===== src/rtl/scene_scheduler_pkg.sv =====
// Purpose: shared constants and types for the scene scheduler (config map, MODE bits, FSM encoding).
// Latency: n/a (declarations only).
// Backpressure: n/a (declarations only).
package scene_scheduler_pkg;

    // Config register addresses; 8-15 decode to nothing.
    localparam logic [3:0] ADDR_MAN_STATE  = 4'd0;
    localparam logic [3:0] ADDR_SOLID      = 4'd1;
    localparam logic [3:0] ADDR_AUDIO      = 4'd2;
    localparam logic [3:0] ADDR_MODE       = 4'd3;
    localparam logic [3:0] ADDR_PLAY_LEN   = 4'd4;
    localparam logic [3:0] ADDR_SLOT_PTR   = 4'd5;
    localparam logic [3:0] ADDR_SLOT_STATE = 4'd6;
    localparam logic [3:0] ADDR_SLOT_DUR   = 4'd7;

    // MODE register bit positions.
    localparam int MODE_AUTO_BIT = 0;
    localparam int MODE_LOOP_BIT = 1;

    // Background pattern shown out of reset and as the default manual state.
    localparam logic [7:0] BG_RESET = 8'd10;

    typedef enum logic [1:0] {
        ST_IDLE = 2'd0,
        ST_PLAY = 2'd1,
        ST_HOLD = 2'd2
    } sched_state_t;

endpackage


===== src/rtl/scene_slot_ram.sv =====
// Purpose: playlist slot table holding per-slot background state and duration in frames.
// Latency: writes land on the next clk edge; reads are combinational from rd_addr.
// Backpressure: none; every write strobe is accepted.
module scene_slot_ram #(
    parameter int NUM_SLOTS = 8,
    parameter int DUR_W     = 8,
    parameter int IDX_W     = $clog2(NUM_SLOTS)
) (
    input  logic             clk,
    input  logic             rst_n,
    input  logic             wr_state_en,
    input  logic             wr_dur_en,
    input  logic [IDX_W-1:0] wr_addr,
    input  logic [7:0]       wr_state,
    input  logic [DUR_W-1:0] wr_dur,
    input  logic [IDX_W-1:0] rd_addr,
    output logic [7:0]       rd_state,
    output logic [DUR_W-1:0] rd_dur
);

    logic [7:0]       state_mem [NUM_SLOTS];
    logic [DUR_W-1:0] dur_mem   [NUM_SLOTS];

    // Slot storage: cleared to state 0 / duration 1 on reset, then written directly by config.
    always_ff @(posedge clk or negedge rst_n) begin
        if (!rst_n) begin
            for (int i = 0; i < NUM_SLOTS; i++) begin
                state_mem[i] <= '0;
                dur_mem[i]   <= DUR_W'(1);
            end
        end else begin
            if (wr_state_en) state_mem[wr_addr] <= wr_state;
            if (wr_dur_en)   dur_mem[wr_addr]   <= wr_dur;
        end
    end

    assign rd_state = state_mem[rd_addr];
    assign rd_dur   = dur_mem[rd_addr];

endmodule


===== src/rtl/scene_scheduler.sv =====
// Purpose: frame-synchronous scene scheduler; shadowed config committed at frame_start, slot playlist FSM.
// Latency: outputs change one clk after the frame_start cycle; slot table writes take effect next clk.
// Backpressure: none; config strobes and frame_start pulses are always accepted.
module scene_scheduler
    import scene_scheduler_pkg::*;
#(
    parameter int NUM_SLOTS = 8,
    parameter int DUR_W     = 8
) (
    input  logic                         clk,
    input  logic                         rst_n,
    input  logic                         cfg_wr_en,
    input  logic [3:0]                   cfg_addr,
    input  logic [7:0]                   cfg_wdata,
    input  logic                         frame_start,
    output logic [7:0]                   background_state,
    output logic [5:0]                   solid_color,
    output logic                         audio_en,
    output logic [$clog2(NUM_SLOTS)-1:0] slot_idx,
    output logic                         playing
);

    localparam int IDX_W = $clog2(NUM_SLOTS);
    localparam int LEN_W = IDX_W + 1;

    // Shadow registers written by config, consumed at commit.
    logic [7:0]       man_state_sh;
    logic [5:0]       solid_sh;
    logic             audio_sh;
    logic [1:0]       mode_sh;
    logic [LEN_W-1:0] play_len_sh;
    logic [IDX_W-1:0] slot_ptr;
    logic [LEN_W-1:0] play_len_wr;

    // Playlist state.
    sched_state_t     state_q, state_d;
    logic [IDX_W-1:0] cur_slot_q, cur_slot_d;
    logic [DUR_W-1:0] frame_cnt_q, frame_cnt_d;
    logic [7:0]       bg_d;
    logic [5:0]       solid_d;
    logic             audio_d;
    logic [IDX_W-1:0] slot_idx_d;

    // Slot table interface.
    logic             ram_wr_state_en;
    logic             ram_wr_dur_en;
    logic [IDX_W-1:0] ram_rd_addr;
    logic [7:0]       ram_rd_state;
    logic [DUR_W-1:0] ram_rd_dur;
    logic [DUR_W-1:0] dur_last;
    logic [IDX_W:0]   next_slot;
    logic             mode_auto;
    logic             mode_loop;

    assign mode_auto = mode_sh[MODE_AUTO_BIT];
    assign mode_loop = mode_sh[MODE_LOOP_BIT];

    // Clamp PLAY_LEN writes into 1..NUM_SLOTS before they reach the shadow.
    always_comb begin
        play_len_wr = cfg_wdata[LEN_W-1:0];
        if (cfg_wdata == 8'd0) begin
            play_len_wr = LEN_W'(1);
        end else if (cfg_wdata > 8'(NUM_SLOTS)) begin
            play_len_wr = LEN_W'(NUM_SLOTS);
        end
    end

    // Config decode into shadows and the slot pointer; a duration write post-increments the pointer.
    always_ff @(posedge clk or negedge rst_n) begin
        if (!rst_n) begin
            man_state_sh <= BG_RESET;
            solid_sh     <= '0;
            audio_sh     <= 1'b0;
            mode_sh      <= '0;
            play_len_sh  <= LEN_W'(1);
            slot_ptr     <= '0;
        end else if (cfg_wr_en) begin
            case (cfg_addr)
                ADDR_MAN_STATE: man_state_sh <= cfg_wdata;
                ADDR_SOLID:     solid_sh     <= cfg_wdata[5:0];
                ADDR_AUDIO:     audio_sh     <= cfg_wdata[0];
                ADDR_MODE:      mode_sh      <= cfg_wdata[1:0];
                ADDR_PLAY_LEN:  play_len_sh  <= play_len_wr;
                ADDR_SLOT_PTR:  slot_ptr     <= cfg_wdata[IDX_W-1:0];
                ADDR_SLOT_DUR:  slot_ptr     <= slot_ptr + IDX_W'(1);
                default: ;
            endcase
        end
    end

    assign ram_wr_state_en = cfg_wr_en && (cfg_addr == ADDR_SLOT_STATE);
    assign ram_wr_dur_en   = cfg_wr_en && (cfg_addr == ADDR_SLOT_DUR);

    // IDLE only ever needs slot 0 (playlist entry); otherwise look at the current slot.
    assign ram_rd_addr = (state_q == ST_IDLE) ? '0 : cur_slot_q;

    scene_slot_ram #(
        .NUM_SLOTS (NUM_SLOTS),
        .DUR_W     (DUR_W),
        .IDX_W     (IDX_W)
    ) u_slot_ram (
        .clk         (clk),
        .rst_n       (rst_n),
        .wr_state_en (ram_wr_state_en),
        .wr_dur_en   (ram_wr_dur_en),
        .wr_addr     (slot_ptr),
        .wr_state    (cfg_wdata),
        .wr_dur      (DUR_W'(cfg_wdata)),
        .rd_addr     (ram_rd_addr),
        .rd_state    (ram_rd_state),
        .rd_dur      (ram_rd_dur)
    );

    // A stored duration of 0 behaves as 1, so the last frame index is 0 in both cases.
    assign dur_last  = (ram_rd_dur == '0) ? '0 : ram_rd_dur - DUR_W'(1);
    assign next_slot = {1'b0, cur_slot_q} + (IDX_W + 1)'(1);

    // Next-state and output logic; everything moves only on a frame_start commit.
    always_comb begin
        state_d     = state_q;
        cur_slot_d  = cur_slot_q;
        frame_cnt_d = frame_cnt_q;
        bg_d        = background_state;
        solid_d     = solid_color;
        audio_d     = audio_en;
        slot_idx_d  = slot_idx;
        if (frame_start) begin
            solid_d = solid_sh;
            audio_d = audio_sh;
            case (state_q)
                ST_IDLE: begin
                    if (mode_auto) begin
                        state_d     = ST_PLAY;
                        cur_slot_d  = '0;
                        frame_cnt_d = '0;
                        bg_d        = ram_rd_state;
                        slot_idx_d  = '0;
                    end else begin
                        bg_d = man_state_sh;
                    end
                end
                ST_PLAY: begin
                    if (!mode_auto) begin
                        state_d     = ST_IDLE;
                        cur_slot_d  = '0;
                        frame_cnt_d = '0;
                        bg_d        = man_state_sh;
                        slot_idx_d  = '0;
                    end else begin
                        // Show the current slot this frame, then step the frame counter / slot.
                        bg_d       = ram_rd_state;
                        slot_idx_d = cur_slot_q;
                        if (frame_cnt_q >= dur_last) begin
                            frame_cnt_d = '0;
                            if (next_slot < play_len_sh) begin
                                cur_slot_d = next_slot[IDX_W-1:0];
                            end else if (mode_loop) begin
                                cur_slot_d = '0;
                            end else begin
                                state_d = ST_HOLD;
                            end
                        end else begin
                            frame_cnt_d = frame_cnt_q + DUR_W'(1);
                        end
                    end
                end
                ST_HOLD: begin
                    if (!mode_auto) begin
                        state_d     = ST_IDLE;
                        cur_slot_d  = '0;
                        frame_cnt_d = '0;
                        bg_d        = man_state_sh;
                        slot_idx_d  = '0;
                    end else begin
                        bg_d       = ram_rd_state;
                        slot_idx_d = cur_slot_q;
                    end
                end
                default: begin
                    state_d     = ST_IDLE;
                    cur_slot_d  = '0;
                    frame_cnt_d = '0;
                end
            endcase
        end
    end

    // State and registered outputs.
    always_ff @(posedge clk or negedge rst_n) begin
        if (!rst_n) begin
            state_q          <= ST_IDLE;
            cur_slot_q       <= '0;
            frame_cnt_q      <= '0;
            background_state <= BG_RESET;
            solid_color      <= '0;
            audio_en         <= 1'b0;
            slot_idx         <= '0;
        end else begin
            state_q          <= state_d;
            cur_slot_q       <= cur_slot_d;
            frame_cnt_q      <= frame_cnt_d;
            background_state <= bg_d;
            solid_color      <= solid_d;
            audio_en         <= audio_d;
            slot_idx         <= slot_idx_d;
        end
    end

    assign playing = (state_q == ST_PLAY);

endmodule


===== config.mk =====
export PLATFORM = sky130hd
export DESIGN_NAME = scene_scheduler
export DESIGN_NICKNAME = d
export VERILOG_FILES = /design/src/rtl/scene_scheduler_pkg.sv /design/src/rtl/scene_slot_ram.sv /design/src/rtl/scene_scheduler.sv
export SDC_FILE = /design/constraint.sdc
export NUM_CORES = 1
export LEC_CHECK = 0
export BUFFER_PORTS_ARGS = -buffer_cell sky130_fd_sc_hd__buf_2
export CAP_MARGIN = 20
export CORE_ASPECT_RATIO = 1.5
export CORE_MARGIN = 2
export CORE_UTILIZATION = 30
export DETAILED_ROUTE_END_ITERATION = 6
export GPL_ROUTABILITY_DRIVEN = 0
export GPL_TIMING_DRIVEN = 0
export PLACE_DENSITY = 0.43
export SYNTH_ARGS = -nofsm -noshare
export SYNTH_HDL_FRONTEND = slang
export SYNTH_SLANG_ARGS = --single-unit

===== constraint.sdc =====
create_clock -name clk -period 8.1 [get_ports clk]
set_clock_uncertainty 0.2 [all_clocks]
set_input_delay 1.62 -clock clk [delete_from_list [all_inputs] [get_ports clk]]
set_output_delay 1.62 -clock clk [all_outputs]
set_load 0.1 [all_outputs]

## After elaboration in Yosys (flattened, before gate mapping)

Cells that the tools add are included.

| storage, ports and cells | value |
|---|---|
| logic and storage cells | 114 |
| bits in registers | 183 |
| output and inout port bits | 19 |

| cells by class | value |
|---|---|
| reduce and logical (&&, ||, !) cells | 22 |
| $lt $le $gt $ge | 6 |
| multiplexer cells | 36 |
| add/subtract/negate cells | 4 |
| eq/ne operators | 15 |
| bitwise gates (word level) | 2 |

Operator list:

| cell | number |
|---|---|
| bitwise mux 64 bit | 2 |
| two-way mux 8 bit | 11 |
| binary-select mux 8 bit (select 3 bit) | 2 |
| demux 8 bit (select 3 bit) | 1 |
| case mux 8 bit (3 select lines) | 1 |
| two-way mux 3 bit | 7 |
| equality test 4 x 3 -> 1 bit (second input constant) | 4 |
| logical NOT 8 bit | 2 |
| AND reduction 2 bit | 7 |
| two-way mux 2 bit | 6 |
| case mux 3 bit (2 select lines) | 2 |
| case mux 3 bit (3 select lines) | 1 |
| adder 8 x 1 -> 8 bit (second input constant) | 1 |
| equality test 4 x 2 -> 1 bit (second input constant) | 2 |
| >= comparator 4 bit (second input constant) | 2 |
| >= comparator 8 bit | 1 |
| > comparator 8 x 4 -> 1 bit (second input constant) | 1 |
| two-way mux 4 bit | 2 |
| NOT 3 -> 4 bit | 2 |
| subtractor 8 x 1 -> 8 bit (second input constant) | 1 |
| inequality test 3 bit (second input constant) | 2 |
| case mux 2 bit (3 select lines) | 1 |
| AND reduction 3 bit | 2 |
| AND reduction 6 bit | 1 |
| 17 further kinds | 21 |

## Logic depth before layout (Yosys ltp)

| logic depth | value |
|---|---|
| word-level depth | 12 |
| gate-level depth with buffers | 18 |
| mapped depth without buffers | 16 |

## By module

A second synthesis with hierarchy kept.

| second synthesis, totals | value |
|---|---|
| cells, all modules | 610 |
| area total of the unflattened synthesis | 9,032.4 um2 |

Modules (own cells, without submodules):

| module | cells an instance | times used | area an instance (um2) | seq. area each (um2) |
|---|---|---|---|---|
| scene_slot_ram | 340 | 1 | 6,025.8 | 3,213.1 |
| scene_scheduler | 270 | 1 | 3,006.6 | 1,382.6 |

## Worst setup path after synthesis

Ideal clock, no wire load.

| timing path | value |
|---|---|
| kind | register -> register |
| start point | reg state_q[0] |
| end point | reg frame_cnt_q[0] |
| setup slack | 4,125 ps |
| data arrival time | 3,710 ps |
| cell stages (with the launch flop) | 17 |
| required time | 7,835 ps |
| setup time | 65 ps |
| buffers on the path | 1 |
| cells stage by stage | dfrtp_1 inv_1 ha_1 buf_6 or2_0 mux4_2 a22oi_4 nand3_2 nor2_1 mux2_1 ha_1 a21o_1 a21o_1 a211o_1 a21o_1 nor2_1 mux2_2 |

| on the way | value |
|---|---|
| word-level cells in the longest chain between the ends | 12 |
| elaborated cells on any way between the ends | 18 |
| classes of those cells | add/sub (1); order compare (1); eq/ne (4); mux (8); bitwise (1); reduce/logical (3) |

RTL lines:

| what | RTL line | RTL |
|---|---|---|
| start, declared | scene_scheduler.sv:36 | `sched_state_t state_q, state_d;` |
| start signal, assigned | scene_scheduler.sv:199 | `state_q <= state_d;` |
| logical NOT 2 bit | scene_scheduler.sv:95, scene_scheduler.sv:130 |  |
| two-way mux 3 bit | scene_scheduler.sv:95 | `assign ram_rd_addr = (state_q == ST_IDLE) ? '0 : cur_slot_q;` |
| NOT 3 -> 4 bit (not written as such) | scene_slot_ram.sv:38 | `assign rd_dur = dur_mem[rd_addr];` |
| binary-select mux 8 bit (select 3 bit) | scene_slot_ram.sv:38 |  |
| two-way mux 8 bit (not written as such) (2 in series) | scene_slot_ram.sv:38 |  |
| subtractor 8 x 1 -> 8 bit / logical NOT 8 bit (equally long branches) | scene_scheduler.sv:115 | `assign dur_last = (ram_rd_dur == '0) ? '0 : ram_rd_dur - DUR_W'(1);` |
| two-way mux 8 bit | scene_scheduler.sv:115 |  |
| >= comparator 8 bit | scene_scheduler.sv:153 | `if (frame_cnt_q >= dur_last) begin` |
| two-way mux 8 bit | scene_scheduler.sv:153 |  |
| two-way mux 8 bit | scene_scheduler.sv:143 | `if (!mode_auto) begin` |
| case mux 8 bit (3 select lines) | scene_scheduler.sv:130 | `case (state_q)` |
| end signal, assigned | scene_scheduler.sv:201 | `frame_cnt_q <= frame_cnt_d;` |
| end, declared | scene_scheduler.sv:38 | `logic [DUR_W-1:0] frame_cnt_q, frame_cnt_d;` |

Several ways; a longest one is shown, not always the timed one. The select of a mux whose other input is x is not followed.
A chain may end at the register's enable or synchronous reset.

## Final worst setup path

| timing path | value |
|---|---|
| start point | reg state_q[1] |
| end point | reg frame_cnt_q[0] |

The elaborated chain is that of the path after synthesis.

==> flow_summary_export.csv <==
group,metric,value,unit
status,status,"finished clean",
sta,hold_viol,0,
power_and_ir_drop,peakVddDrop,155,uV
power_and_ir_drop,p_per_area,284,mW/mm^2
final_layout,fin_area,0.0103,sq mm
final_layout,synthToLayoutAreaGrowth,14.2,%
synthesis,ys_seq_area_share,51.1,%
floorplan,row_count,77,
critical_path,crit_slowest_cell,"dfrtp_1",
synthesis,syn_area,0.00899,sq mm
critical_path,path_cells,"inv_1 > ha_1 > buf_6 > nand2b_1 > buf_2 > a31o_2 > a31oi_4 > ha_1 > nand2_1 > o31ai_1 > mux2_1 > ha_1 > a21o_1 > a21o_1 > a211o_1 > a21o_1 > nor2_1 > mux2_2",
clock_network,htreeDepth,4,
sta,tightest_slew,1.17,ns
detailed_routing,wl_per_cell,21.2,um
clock_network,cts-root-buf,"clkbuf_16",
sta,period_share,59.3,%
final_layout,diodes,0,
detailed_routing,remaining_drc_errors,0,
detailed_routing,firstDrtPassIters,4,
global_routing,grt-ovfl-total,0,
detailed_routing,viasPerCell,5.02,
critical_path,rrSetupSlack,3.30,ns
detailed_routing,routed_wl,24300,um
global_routing,grt_max_degree,122,
power_and_ir_drop,leakage,4.71,nW
detailed_routing,ant_nets,0,
floorplan,core-area,0.0295,sq mm
clock_network,cts.repair.resized,0,
synthesis,ys_seq_elements,183,
sta,fmax,0.208,GHz
synthesis,synth-edff-count,0,
clock_network,cts_buffers,17,
floorplan,floorplan.initialDensity,30.5,%
sta,rsz0062_at_grt,"false",
sta,post-route-min-period,4.80,ns
clock_network,cts_max_path_buffers,2,
floorplan,pin_count,35,
critical_path,critPathArrivalTime,4.99,ns
detailed_routing,drtIter0Drc,270,
worst_hold_path,hp-class,"reg -> reg",
final_layout,fin_nets,777,
clock_network,clk_pin_slew_worst_paths,0.07,ns
clock_network,clkLatencyLatePin,0.45,ns
sta,setup_violations,0,
final_layout,final_common_cell,"dfrtp_1",
clock_network,cts_setup_buffers,0,
synthesis,synth_warnings,0,
floorplan,dieArea,0.0314,sq mm
global_routing,grt_pass1_wl,38000,um
synthesis,syn_nets,725,
placed_design,place_area,0.00968,sq mm
job,maxCapViolations,0,
placed_design,io_buffer_count,29,
critical_path,cp.required,8.29,ns
floorplan,die_width,145,um
critical_path,crit_path_max_incr_delay,0.43,ns
critical_path,endpoint_kind,"flip-flop",
sta,drv_slew,0,
final_layout,layout_common_cells,"dfrtp_1, mux2_2, nand2_1",
synthesis,synth_flop_cell,"dfrtp_1",
sta,setup_tns,0,ns
synthesis,synthCells,690,
synthesis,synth.avg_cell_area,13.0,sq um
detailed_routing,vias,5770,
critical_path,startpoint_type,"flip-flop",
final_layout,fillers,2990,
synthesis,synthArstFlopShare,100,%
critical_path,criticalPathCategory,"reg -> reg",
final_layout,drive_gt1_share,37.5,%
clock_network,cts.sinks,183,
global_routing,antenna_found_initial,1,
global_routing,grt_usage,16.2,%
floorplan,chipHeight,216,um
global_routing,grt_pass1_vias,6188,
sta,relSlewSlack,21.9,%
clock_network,ctsHoldBuffers,0,
clock_network,cts_tree,"built",
critical_path,critical_path.max_fanout,10,
synthesis,synth_cell_types,65,
placed_design,place_hpwl,17300,um
## cells in the mapped netlist (3+ instances only)
master	count	area (sq um)
nor2b_1	17	106
clkbuf_1	20	75.1
mux4_2	21	473
a21o_1	7	52.6
o22ai_1	5	31.3
and3_1	8	50.1
o21ai_1	9	45.0
nand4_1	4	25.0
or2_2	3	18.8
nand2_1	41	154
mux2i_1	21	210
nand3_1	3	15.0
buf_2	9	45.0
nor2_1	22	82.6
dfrtp_1	170	4250
a21oi_1	17	85.1
buf_1	3	11.3
or3b_1	3	26.3
xor2_1	3	26.3
nor3_2	3	30.0
a211oi_1	3	22.5
o31ai_1	3	22.5
mux2_2	155	1750
o21ai_0	21	105
buf_6	7	78.8
inv_1	12	45.0
ha_1	19	238
nor3_1	5	25.0
a22o_1	9	78.8
and2_1	3	18.8
dfstp_2	13	342
nand2b_1	10	62.6
## sequential cells by signal, indices dropped and copies added, names as in the netlist
| signal | cells |
|---|---|
| slot_idx | 3 |
| background_state | 8 |
| audio_sh | 1 |
| u_slot_ram.dur_mem | 64 |
| state_q | 2 |
| frame_cnt_q | 8 |
| mode_sh | 2 |
| solid_color | 6 |
| play_len_sh | 4 |
| u_slot_ram.state_mem | 64 |
| man_state_sh | 8 |
| slot_ptr | 3 |
| solid_sh | 6 |
| cur_slot_q | 3 |
| audio_en | 1 |
## logic make-up (layout without fill, tap and decap cells)
kind of cell / count (synthesis) / count (layout) / share of synthesized area [%]
xor+xnor: 3 / 3 / 0.292
buf+inv: 51 / 116 / 2.84
mux: 199 / 199 / 27.3
compound gates: 102 / 102 / 7.95
fa+ha+maj: 19 / 19 / 2.64
flops: 183 / 183 / 51.1
simple gates: 133 / 133 / 7.84
## worst paths after layout
check	endpoint	start	depth (start not counted)
max in group asynchronous	u_slot_ram.dur_mem[21]	rst_n	2
worst min register to register	play_len_sh[0]	play_len_sh[0]	2
worst max register to register	frame_cnt_q[0]	state_q[1]	18
worst min-delay path	play_len_sh[0]	play_len_sh[0]	2
worst max-delay path	frame_cnt_q[0]	state_q[1]	18
min in group asynchronous	solid_color[1]	rst_n	1
## routing by layer
layer	vias to the layer above	global-route usage, %	wire, um
li1	2637	-	-
met2	86	29.4	13000
met5	-	0	0
met1	3009	19.0	10000
met4	0	6.73	633
met3	38	2.37	652
## final cells by class
| class | count | area, sq um | area share [%] |
|---|---|---|---|
| flip-flops and latches | 183 | 4600 | 44.8 |
| clock inverters | 5 | 37.5 | 0.366 |
| repair buffers | 33 | 213 | 2.07 |
| inverters | 12 | 45.0 | 0.439 |
| clock buffers | 27 | 533 | 5.19 |
| plain buffers | 39 | 210 | 2.05 |
| multi-input cells | 456 | 4140 | 40.3 |
| well taps | 395 | 494 | 4.81 |
## critical path: cells and delay by family (launching register included)
kind | cells | cell delay [ns]
compound gates | 7 | 1.36
flops | 1 | 0.43
simple gates | 3 | 0.65
buf+inv | 3 | 0.73
fa+ha+maj | 3 | 0.85
mux | 2 | 0.53
## power by group
group | leakage [nW] | switching [W] | internal [W]
Sequential | 2.40 | 0.0000653 | 0.00104
Clock | 0.276 | 0.000364 | 0.000451
Combinational | 2.03 | 0.000629 | 0.000361
Total | 4.71 | 0.00106 | 0.00186
## metrics by stage
| step | hold slack [ns] | util [%] | setup WS (ns) | power [W] | cells |
|---|---|---|---|---|---|
| after CTS | 0.264 | 34.8 | 3.25 | 0.00295 | 1149 |
| after global placement | 0.258 | 32.7 | 2.27 | 0.00210 | 1114 |
| after detailed placement | 0.253 | 32.8 | 3.28 | 0.00213 | 1117 |
| final | 0.259 | 34.8 | 3.30 | 0.00291 | 1150 |
| after global routing | 0.288 | 34.8 | 3.07 | 0.00308 | 1150 |
| after floorplan | 0.235 | - | 4.13 | 0.00187 | 690 |
No activity file was read; power rests on OpenSTA's default activity.
